## config.mk

```make
export PLATFORM = sky130hd
export DESIGN_NAME = uart_rx_oversampled
export DESIGN_NICKNAME = d
export VERILOG_FILES = /design/src/rtl/uart_pkg.sv /design/src/rtl/uart_rx_sampler.sv /design/src/rtl/uart_rx_oversampled.sv
export SDC_FILE = /design/constraint.sdc
export NUM_CORES = 1
export LEC_CHECK = 0
export CORE_UTILIZATION = 45
export CTS_BUF_LIST = sky130_fd_sc_hd__clkbuf_2 sky130_fd_sc_hd__clkbuf_4 sky130_fd_sc_hd__clkbuf_8
export CTS_CLUSTER_SIZE = 30
export DETAILED_ROUTE_END_ITERATION = 16
export PLACE_DENSITY = 0.65
export SLEW_MARGIN = 0
export SYNTH_ARGS = -nofsm -noshare
export SYNTH_HDL_FRONTEND = slang
export SYNTH_SLANG_ARGS = --single-unit
```

## constraint.sdc

```tcl
create_clock -name clk -period 3.6 [get_ports clk]
set_input_delay 0.72 -clock clk [delete_from_list [all_inputs] [get_ports clk]]
set_output_delay 0.72 -clock clk [all_outputs]
set_load 0.1 [all_outputs]
```

## src/rtl/uart_pkg.sv

```systemverilog
// Shared types and constants for the oversampled UART receiver.
package uart_pkg;

    // Receiver FSM states.
    typedef enum logic [2:0] {
        ST_IDLE       = 3'd0,
        ST_START      = 3'd1,
        ST_DATA       = 3'd2,
        ST_PARITY     = 3'd3,
        ST_STOP       = 3'd4,
        ST_BREAK_WAIT = 3'd5
    } uart_rx_state_e;

    // Parity modes accepted by the PARITY_BIT parameter.
    localparam string PARITY_NONE = "none";
    localparam string PARITY_EVEN = "even";
    localparam string PARITY_ODD  = "odd";

    // Expected line value of the parity bit given the XOR of the data bits.
    function automatic logic parity_expected(input logic data_xor, input logic odd_mode);
        return data_xor ^ odd_mode;
    endfunction

endpackage

```

## src/rtl/uart_rx_sampler.sv

```systemverilog
// Line synchroniser, bit-phase counter and 2-of-3 majority voter.
// The strobe marks the decision phase MID+1; sample_bit is valid during it.
module uart_rx_sampler
    import uart_pkg::*;
#(
    parameter int CLKS_PER_BIT = 16
) (
    input  logic clk,
    input  logic rst_n,
    input  logic rx,
    input  logic restart,
    output logic rx_sync,
    output logic sample_stb,
    output logic sample_bit,
    output logic phase_wrap
);

    localparam int MID = CLKS_PER_BIT / 2;
    localparam int PW  = (CLKS_PER_BIT <= 2) ? 1 : $clog2(CLKS_PER_BIT);
    localparam logic [PW-1:0] PH_LAST = PW'(CLKS_PER_BIT - 1);
    localparam logic [PW-1:0] PH_A    = PW'(MID - 1);
    localparam logic [PW-1:0] PH_B    = PW'(MID);
    localparam logic [PW-1:0] PH_C    = PW'(MID + 1);

    logic          rx_meta;
    logic [PW-1:0] phase;
    logic          smp_a;
    logic          smp_b;

    // Two-flop synchroniser; resets to the idle (high) line level.
    always_ff @(posedge clk or negedge rst_n) begin
        if (!rst_n) begin
            rx_meta <= 1'b1;
            rx_sync <= 1'b1;
        end else begin
            rx_meta <= rx;
            rx_sync <= rx_meta;
        end
    end

    // Free-running bit-phase counter, realigned to 0 when a start bit begins.
    always_ff @(posedge clk or negedge rst_n) begin
        if (!rst_n) begin
            phase <= '0;
        end else if (restart || phase == PH_LAST) begin
            phase <= '0;
        end else begin
            phase <= phase + 1'b1;
        end
    end

    // Capture the first two of the three mid-bit samples.
    always_ff @(posedge clk or negedge rst_n) begin
        if (!rst_n) begin
            smp_a <= 1'b0;
            smp_b <= 1'b0;
        end else begin
            if (phase == PH_A) smp_a <= rx_sync;
            if (phase == PH_B) smp_b <= rx_sync;
        end
    end

    assign sample_stb = (phase == PH_C);
    assign sample_bit = (smp_a & smp_b) | (smp_a & rx_sync) | (smp_b & rx_sync);
    assign phase_wrap = (phase == PH_LAST);

endmodule

```

## src/rtl/uart_rx_oversampled.sv

```systemverilog
// Oversampled UART receiver with parity, framing, overrun and break
// detection and a valid/ready holding register.
//
// state         | meaning
// --------------+-----------------------------------------------------
// ST_IDLE       | line idle, waiting for a low level (after line seen high)
// ST_START      | validating the start bit at mid-bit
// ST_DATA       | shifting in data bits, LSB first
// ST_PARITY     | sampling and checking the parity bit
// ST_STOP       | sampling stop bits; frame resolved at the last one
// ST_BREAK_WAIT | break seen, waiting for one full bit time of high line
module uart_rx_oversampled
    import uart_pkg::*;
#(
    parameter int    DATA_BITS    = 8,
    parameter string PARITY_BIT   = "none",
    parameter int    STOP_BITS    = 1,
    parameter int    CLKS_PER_BIT = 16
) (
    input  logic                 clk,
    input  logic                 rst_n,
    input  logic                 rx,
    output logic [DATA_BITS-1:0] rx_data,
    output logic                 rx_valid,
    input  logic                 rx_ready,
    output logic                 err_parity,
    output logic                 err_frame,
    output logic                 err_overrun,
    output logic                 rx_break,
    output logic                 busy
);

    localparam bit PAR_EN  = (PARITY_BIT != PARITY_NONE);
    localparam bit PAR_ODD = (PARITY_BIT == PARITY_ODD);
    localparam int BW      = 4;
    localparam int PW      = (CLKS_PER_BIT <= 2) ? 1 : $clog2(CLKS_PER_BIT);
    localparam logic [BW-1:0] DATA_LAST = BW'(DATA_BITS - 1);
    localparam logic [BW-1:0] STOP_LAST = BW'(STOP_BITS - 1);
    localparam logic [PW-1:0] HOLD_INIT = PW'(CLKS_PER_BIT - 1);

    uart_rx_state_e        state;
    logic [BW-1:0]         bit_cnt;
    logic [PW-1:0]         hold_cnt;
    logic [DATA_BITS-1:0]  shreg;
    logic                  all_zero;
    logic                  stop_err;
    logic                  par_err;
    logic                  armed;
    logic [1:0]            settle;

    logic rx_sync;
    logic sample_stb;
    logic sample_bit;
    logic phase_wrap;
    logic restart;

    // A start is only accepted once the line has been seen high after reset,
    // so a frame already in flight at reset release is ignored.
    assign restart = (state == ST_IDLE) && armed && !rx_sync;
    assign busy    = (state != ST_IDLE);

    uart_rx_sampler #(
        .CLKS_PER_BIT (CLKS_PER_BIT)
    ) u_sampler (
        .clk        (clk),
        .rst_n      (rst_n),
        .rx         (rx),
        .restart    (restart),
        .rx_sync    (rx_sync),
        .sample_stb (sample_stb),
        .sample_bit (sample_bit),
        .phase_wrap (phase_wrap)
    );

    // Frame FSM, holding register handshake and one-cycle status pulses.
    always_ff @(posedge clk or negedge rst_n) begin
        if (!rst_n) begin
            state       <= ST_IDLE;
            bit_cnt     <= '0;
            hold_cnt    <= '0;
            shreg       <= '0;
            all_zero    <= 1'b0;
            stop_err    <= 1'b0;
            par_err     <= 1'b0;
            armed       <= 1'b0;
            settle      <= 2'b00;
            rx_data     <= '0;
            rx_valid    <= 1'b0;
            err_parity  <= 1'b0;
            err_frame   <= 1'b0;
            err_overrun <= 1'b0;
            rx_break    <= 1'b0;
        end else begin
            err_parity  <= 1'b0;
            err_frame   <= 1'b0;
            err_overrun <= 1'b0;
            rx_break    <= 1'b0;

            // settle[1] marks that the synchroniser now reflects the real line.
            settle <= {settle[0], 1'b1};
            if (settle[1] && rx_sync) armed <= 1'b1;

            if (rx_valid && rx_ready) rx_valid <= 1'b0;

            case (state)
                ST_IDLE: begin
                    if (restart) begin
                        state    <= ST_START;
                        bit_cnt  <= '0;
                        all_zero <= 1'b1;
                        stop_err <= 1'b0;
                        par_err  <= 1'b0;
                    end
                end

                ST_START: begin
                    if (sample_stb && sample_bit) begin
                        state <= ST_IDLE;
                    end else if (phase_wrap) begin
                        state   <= ST_DATA;
                        bit_cnt <= '0;
                    end
                end

                ST_DATA: begin
                    if (sample_stb) begin
                        shreg <= {sample_bit, shreg[DATA_BITS-1:1]};
                        if (sample_bit) all_zero <= 1'b0;
                    end
                    if (phase_wrap) begin
                        if (bit_cnt == DATA_LAST) begin
                            bit_cnt <= '0;
                            state   <= PAR_EN ? ST_PARITY : ST_STOP;
                        end else begin
                            bit_cnt <= bit_cnt + 1'b1;
                        end
                    end
                end

                ST_PARITY: begin
                    if (sample_stb) begin
                        par_err <= (sample_bit != parity_expected(^shreg, PAR_ODD));
                        if (sample_bit) all_zero <= 1'b0;
                    end
                    if (phase_wrap) state <= ST_STOP;
                end

                ST_STOP: begin
                    if (sample_stb) begin
                        if (!sample_bit) stop_err <= 1'b1;
                        if (bit_cnt == STOP_LAST) begin
                            // Last stop bit decided: resolve the frame now.
                            state <= ST_IDLE;
                            if (all_zero && !sample_bit) begin
                                rx_break <= 1'b1;
                                state    <= ST_BREAK_WAIT;
                                hold_cnt <= HOLD_INIT;
                            end else if (stop_err || !sample_bit) begin
                                err_frame <= 1'b1;
                            end else if (par_err) begin
                                err_parity <= 1'b1;
                            end else if (!rx_valid || rx_ready) begin
                                rx_data  <= shreg;
                                rx_valid <= 1'b1;
                            end else begin
                                err_overrun <= 1'b1;
                            end
                        end
                    end else if (phase_wrap) begin
                        bit_cnt <= bit_cnt + 1'b1;
                    end
                end

                ST_BREAK_WAIT: begin
                    if (!rx_sync) begin
                        hold_cnt <= HOLD_INIT;
                    end else if (hold_cnt == '0) begin
                        state <= ST_IDLE;
                    end else begin
                        hold_cnt <= hold_cnt - 1'b1;
                    end
                end

                default: state <= ST_IDLE;
            endcase
        end
    end

endmodule

```

* Word-level counts from Yosys, hierarchy flattened
Index checks and enable logic that the tools add are counted.
** Word-level totals
- Input port bits :: 4
- Output and inout port bits :: 14
- Register bits :: 46
- Logic and storage cells :: 159
** Operators by class
- Reductions and logical operators :: 31
- Add/sub/neg operators :: 3
- Eq/ne operators :: 30
- Muxes and demuxes :: 67
- Bitwise operators :: 8
** Operators with widths (number)
- $mux 4 :: 13
- $mux 1 :: 37
- $mux 3 :: 11
- $ne 2x2->1 const B :: 13
- $pmux 3 s6 :: 1
- $pmux 4 s4 :: 1
- $reduce_and 7->1 :: 2
- $eq 4x4->1 const B :: 3
- $reduce_and 9->1 :: 1
- $add 4x1->4 const B :: 2
- $eq 4x3->1 const B :: 2
- $logic_not 4->1 :: 2
- $ne 2x1->1 const B :: 4
- $pmux 4 s2 :: 1
- $reduce_and 4->1 :: 2
- $reduce_bool 2->1 :: 4
- $reduce_xor 8->1 :: 1
- $eq 3x2->1 const B :: 2
- $eq 3x3->1 const B :: 2
- $logic_and 1x1->1 :: 6
- $ne 3x3->1 const B :: 2
- $pmux 1 s2 :: 3
- $reduce_and 5->1 :: 1
- $reduce_bool 4->1 :: 1
- 13 further kinds :: 22

* Logic depth before layout (Yosys ltp)
- Depth after elaboration :: 10
- Gate-level depth with buffers :: 9
- Gate-level depth less buffers :: 7

* By module
From an unflattened synthesis, not the netlist that was laid out.
** Unflattened totals
- Cells, all modules :: 197
- Area, all modules :: 2273.4 um^2
** By module, submodules not included
- uart_rx_oversampled :: times used 1, cells each 167, sequential area each 950.9 um^2, area an instance 1916.8 um^2
- uart_rx_sampler :: times used 1, cells each 30, sequential area each 202.7 um^2, area an instance 356.6 um^2

* Worst setup path before layout
No wires, ideal clock.
- Kind :: reg-to-reg
- From :: register state[0]
- To :: register bit_cnt[2]
- Cell stages (with the launch flop) :: 7
- Data arrival time :: 2.156 ns
- Setup time :: 0.124 ns
- Path slack :: 1.320 ns
- Required time :: 3.476 ns
- Cell sequence :: dfrtp_1 or3_1 nor2b_1 nand4bb_1 clkbuf_1 nor4_1 a211o_1
** Between the ends
- Word-level cells in the longest chain between the ends :: 5
- Elaborated cells on any way between the ends :: 15
- Those cells by class :: eq/ne: 9; mux: 1; reduce/logical: 5
** RTL lines
- start, declared :: line uart_rx_oversampled.sv:41 : uart_rx_state_e state;
- start signal, assigned :: line uart_rx_oversampled.sv:133 : state <= PAR_EN ? ST_PARITY : ST_STOP;
- $logic_not 3->1 :: line uart_rx_oversampled.sv:59, uart_rx_oversampled.sv:105
- $logic_and 1x1->1 (2 in a row) :: line uart_rx_oversampled.sv:59 : assign restart = (state == ST_IDLE) && armed && !rx_sync;
- $ne 2x1->1 (no source line)
- $reduce_and 7->1 (no source line)
- end signal, assigned :: line uart_rx_oversampled.sv:135 : bit_cnt <= bit_cnt + 1'b1;
- end signal, assigned :: line uart_rx_oversampled.sv:170 : bit_cnt <= bit_cnt + 1'b1;
- end, declared :: line uart_rx_oversampled.sv:42 : logic [BW-1:0] bit_cnt;
Parallel ways exist; a longest one is shown, timed or not.
A chain may end at the register's enable or synchronous reset.

* Worst setup path after layout
- From :: register state[0]
- To :: output port busy
** Between the ends
- Word-level cells in the longest chain between the ends :: 1
** RTL lines
- $reduce_bool 3->1 :: line uart_rx_oversampled.sv:60 : assign busy = (state != ST_IDLE);
- end, declared :: line uart_rx_oversampled.sv:30 : output logic busy
Every way passes these cells.

==> impl_results.md <==
* Status: complete, no violations
* H-tree depth at 2
* Placeable Area at 4786 sq um
* Maximum fanout along the worst path at 13
* Clock-pin slew of the registers on the worst-case setup and hold paths at 90 ps
* Number of violations reported at the end of detailed-routing iteration 0 at 66
* Setup clock skew after layout at 7.958 ps
* Die H at 73.08 microns
* Register Area at 1154 sq um
* Vias in the first global route at 1513
* Overall power at 1.597 mW
* Shortest clock period the worst path allows after layout at 3000 ps
* Hold-fix buffers at CTS at 0
* Total of max-cap violations at 0
* Initial core utilization at 0.4750
* Via count normalized by instance count at 5.261
* Netlist Area Pre-Place at 2273 sq um
* Post-Route Utilization at 0.5404
* Flip-flop and latch count after synthesis at 46
* Net switching component of the power at 570.7 uW
* Number of diodes added for antenna fixing at 0
* Detailed route wirelength on metal2 at 1936 microns
* Number of buffers inserted during clock tree synthesis at 5
* Critical setup path kind: register to output pin
* Kind of capture point of the worst setup path: output pin
* Average detailed-routed wire length per instance at 14.14 microns
* Post-synthesis average cell area at 11.48 sq um
* Data required time of the worst path at 2880 ps
* Detailed placement HPWL at 2848 microns
* Fraction of final layout cells with drive strength greater than 1 at 0.1759
* Grt total ovfl at 0
* Wire length of the first global-routing pass at 7107 microns
* Setup repair after global routing missed its margin: false
* Worst slew margin relative to its limit at 0.3232
* Count of standard-cell rows at 25
* DR DRC count at 0
* Post-detailed-routing wire length at 4003 microns
* Worst min-delay path class: register to register
* Die area at 5340 sq um
* Count of non-filler cells in the finished layout at 283
* Worst hold slack at 355.5 ps
* Post-CTS resize count at 0
* Latest clock arrival within the worst-skew pair at 290 ps
* Cell variety after synth at 48
* Detailed-route via count at 1489
* Power share of the clock group at 0.242
* Worst-case setup margin in the final layout at 600.0 ps
* Final ANT Viol Nets at 0
* Main flop type after synthesis: sky130_fd_sc_hd__dfrtp_1
* Comb power frac at 0.315
* Clock Sink Count at 46
* Worst vdd rail ir drop at 0.3400 mV
* Fill count at 426
* Clock Path Buffers at 2
* Area occupied by multi-input gates at 1032 sq um
* Syn_nets at 208
* Max layer used: met4
* Number of hold violations in the final report at 0
* Data arrival time of the critical path at 2280 ps
* IO Pins at 18
* Port Buf Inserts at 17
* Cell chosen for the clock root: sky130_fd_sc_hd__clkbuf_8
* First-pass detailed-route iteration total at 4
* Cell count after placement at 275
* Share of the yosys chip area belonging to registers at 0.5074
* Gr usage total at 0.1758
* Fmax at 333.3 MHz
* Routability cong. at 0.8753
* Final sum of negative setup slack at 0 ps
* Share of the clock period used by the worst path at 0.8333
* Async set-reset flop share out of synthesis at 1.000
* Switching power share of the total at 0.3573
* Internal power summed over all cells at 1.026 mW
* DIE WIDTH at 73.08 microns
* Area after DPL at 2472 sq um
* Clock tree from TritonCTS: done
* Power per cell area at 617.6 nW/um^2
* Maximum number of pins on one net before global-route repair at 47
* Cell leakage power at 1.154 nW
* Buffer count from post-CTS setup fixing at 0
* Pins over their slew limit at 0
* Number of nets in the final layout at 225
* Pre-CTS setup slack at 928.4 ps
* Met3 layer wire length in the routed design at 113 microns
* Area of all placed cells without fillers at 2586 sq um
* Tightest Pin Transition at 1006 ps
* Register share of total power at 0.443
* Worst Setup Start Kind: register
* Number of standard cells after synthesis at 198
* Area Overhead vs Synth at 13.76%
* Number of synthesized flops with an enable pin at 0
* Met1 wire length at 1911 microns
* Antenna violations before repair at 0
* Total setup violations reported at the end of the flow at 0
* Number of warnings reported in the yosys synthesis log at 0
-- synth_stat cells (2+ instances only) --
cell type	n	share of area
sky130_fd_sc_hd__a21oi_1	6	0.013
sky130_fd_sc_hd__and3_1	2	0.0055
sky130_fd_sc_hd__xor2_1	2	0.0077
sky130_fd_sc_hd__nor3_1	6	0.013
sky130_fd_sc_hd__nor2_1	8	0.013
sky130_fd_sc_hd__inv_1	10	0.017
sky130_fd_sc_hd__nand2b_1	5	0.014
sky130_fd_sc_hd__nor3b_1	3	0.0099
sky130_fd_sc_hd__nor2b_1	3	0.0083
sky130_fd_sc_hd__xnor2_1	9	0.035
sky130_fd_sc_hd__a31oi_1	4	0.011
sky130_fd_sc_hd__buf_6	3	0.015
sky130_fd_sc_hd__dfrtp_1	44	0.48
sky130_fd_sc_hd__nor4_1	3	0.0083
sky130_fd_sc_hd__dfstp_2	2	0.023
sky130_fd_sc_hd__mux2_2	11	0.054
sky130_fd_sc_hd__nand4bb_1	2	0.0099
sky130_fd_sc_hd__mux2_4	8	0.053
sky130_fd_sc_hd__o21ai_0	4	0.0088
sky130_fd_sc_hd__a21o_1	3	0.0099
sky130_fd_sc_hd__nand3_1	6	0.013
sky130_fd_sc_hd__nand3b_1	5	0.017
sky130_fd_sc_hd__clkbuf_1	3	0.0050
sky130_fd_sc_hd__and3_2	2	0.0066
sky130_fd_sc_hd__nand2_1	15	0.025
sky130_fd_sc_hd__ha_1	6	0.033
sky130_fd_sc_hd__o211ai_1	2	0.0066
-- registers in the layout (all words and copies together) (netlist names) --
register	cells
rx_break	1
err_parity	1
bit_cnt	4
u_sampler.smp_b	1
settle	2
u_sampler.rx_meta	1
u_sampler.smp_a	1
stop_err	1
par_err	1
armed	1
err_overrun	1
rx_valid	1
u_sampler.rx_sync	1
err_frame	1
hold_cnt	4
state	3
rx_data	8
shreg	8
all_zero	1
u_sampler.phase	4
-- final cells by class --
class	instances	share of cell area
clock inverter	2	0.01451
tap	67	0.03241
sequential	46	0.4461
inverter	10	0.01451
multi-input combinational	135	0.3991
clock buffer	6	0.02951
timing repair buffer	17	0.06386
-- layer usage --
layer	vias up	global-route usage
met5	-	0
met4	0	0.05664
met3	4	0.04696
met2	25	0.2767
met1	736	0.2359
li1	724	-
-- kinds of logic after synthesis --
logic type	count (synthesis)	share of synthesized area
flops	46	0.5074
buf+inv	17	0.03852
fa+ha+maj	7	0.03797
simple gates	70	0.1849
xor+xnor	11	0.04238
compound gates	26	0.07540
other cells	1	0.001649
mux	20	0.1117
-- power by group through the flow --
stage / combinational, mW / clock (mW) / sequential [mW]
final: 0.503 / 0.387 / 0.707
after global routing: 0.567 / 0.418 / 0.723
after CTS: 0.508 / 0.398 / 0.705
after detailed placement: 0.505 / 0 / 0.715
after global placement: 0.480 / 0 / 0.703
after floorplan: 0.425 / 0 / 0.679
-- final timing paths --
kind                                    start    endpoint  slack, ps  cells past startpoint
setup / recovery                     state[0]        busy        600                      2
hold / removal                      settle[0]   settle[1]        360                      0
setup reg to reg           u_sampler.phase[1]  rx_data[6]       1020                      7
hold reg to reg                     settle[0]   settle[1]        360                      0
max in group asynchronous               rst_n    shreg[1]       2380                      1
min in group asynchronous               rst_n  bit_cnt[3]        600                      1
-- layout by cell type (no fill, tap or decap), drive strengths merged, types with 2 or more instances in the layout --
cell	instances
nor2b	4
clkbuf	6
o21ai	5
nor2	8
nor3b	4
o211ai	2
and3	4
nand2b	5
nor3	6
nand2	16
nand3b	5
xnor2	9
a31oi	4
nand4bb	2
inv	10
mux2	19
clkdlybuf4s50	16
nor4	3
or4	2
xor2	2
dfstp	2
ha	6
a21oi	6
nand3	6
a21o	3
dfrtp	44
-- worst max-delay path: stages (launching register included) --
cell                              delay, ps
sky130_fd_sc_hd__dfrtp_1                520
sky130_fd_sc_hd__or3_1                  480
sky130_fd_sc_hd__clkdlybuf4s50_1        990
(Power assumes the default switching activity.)
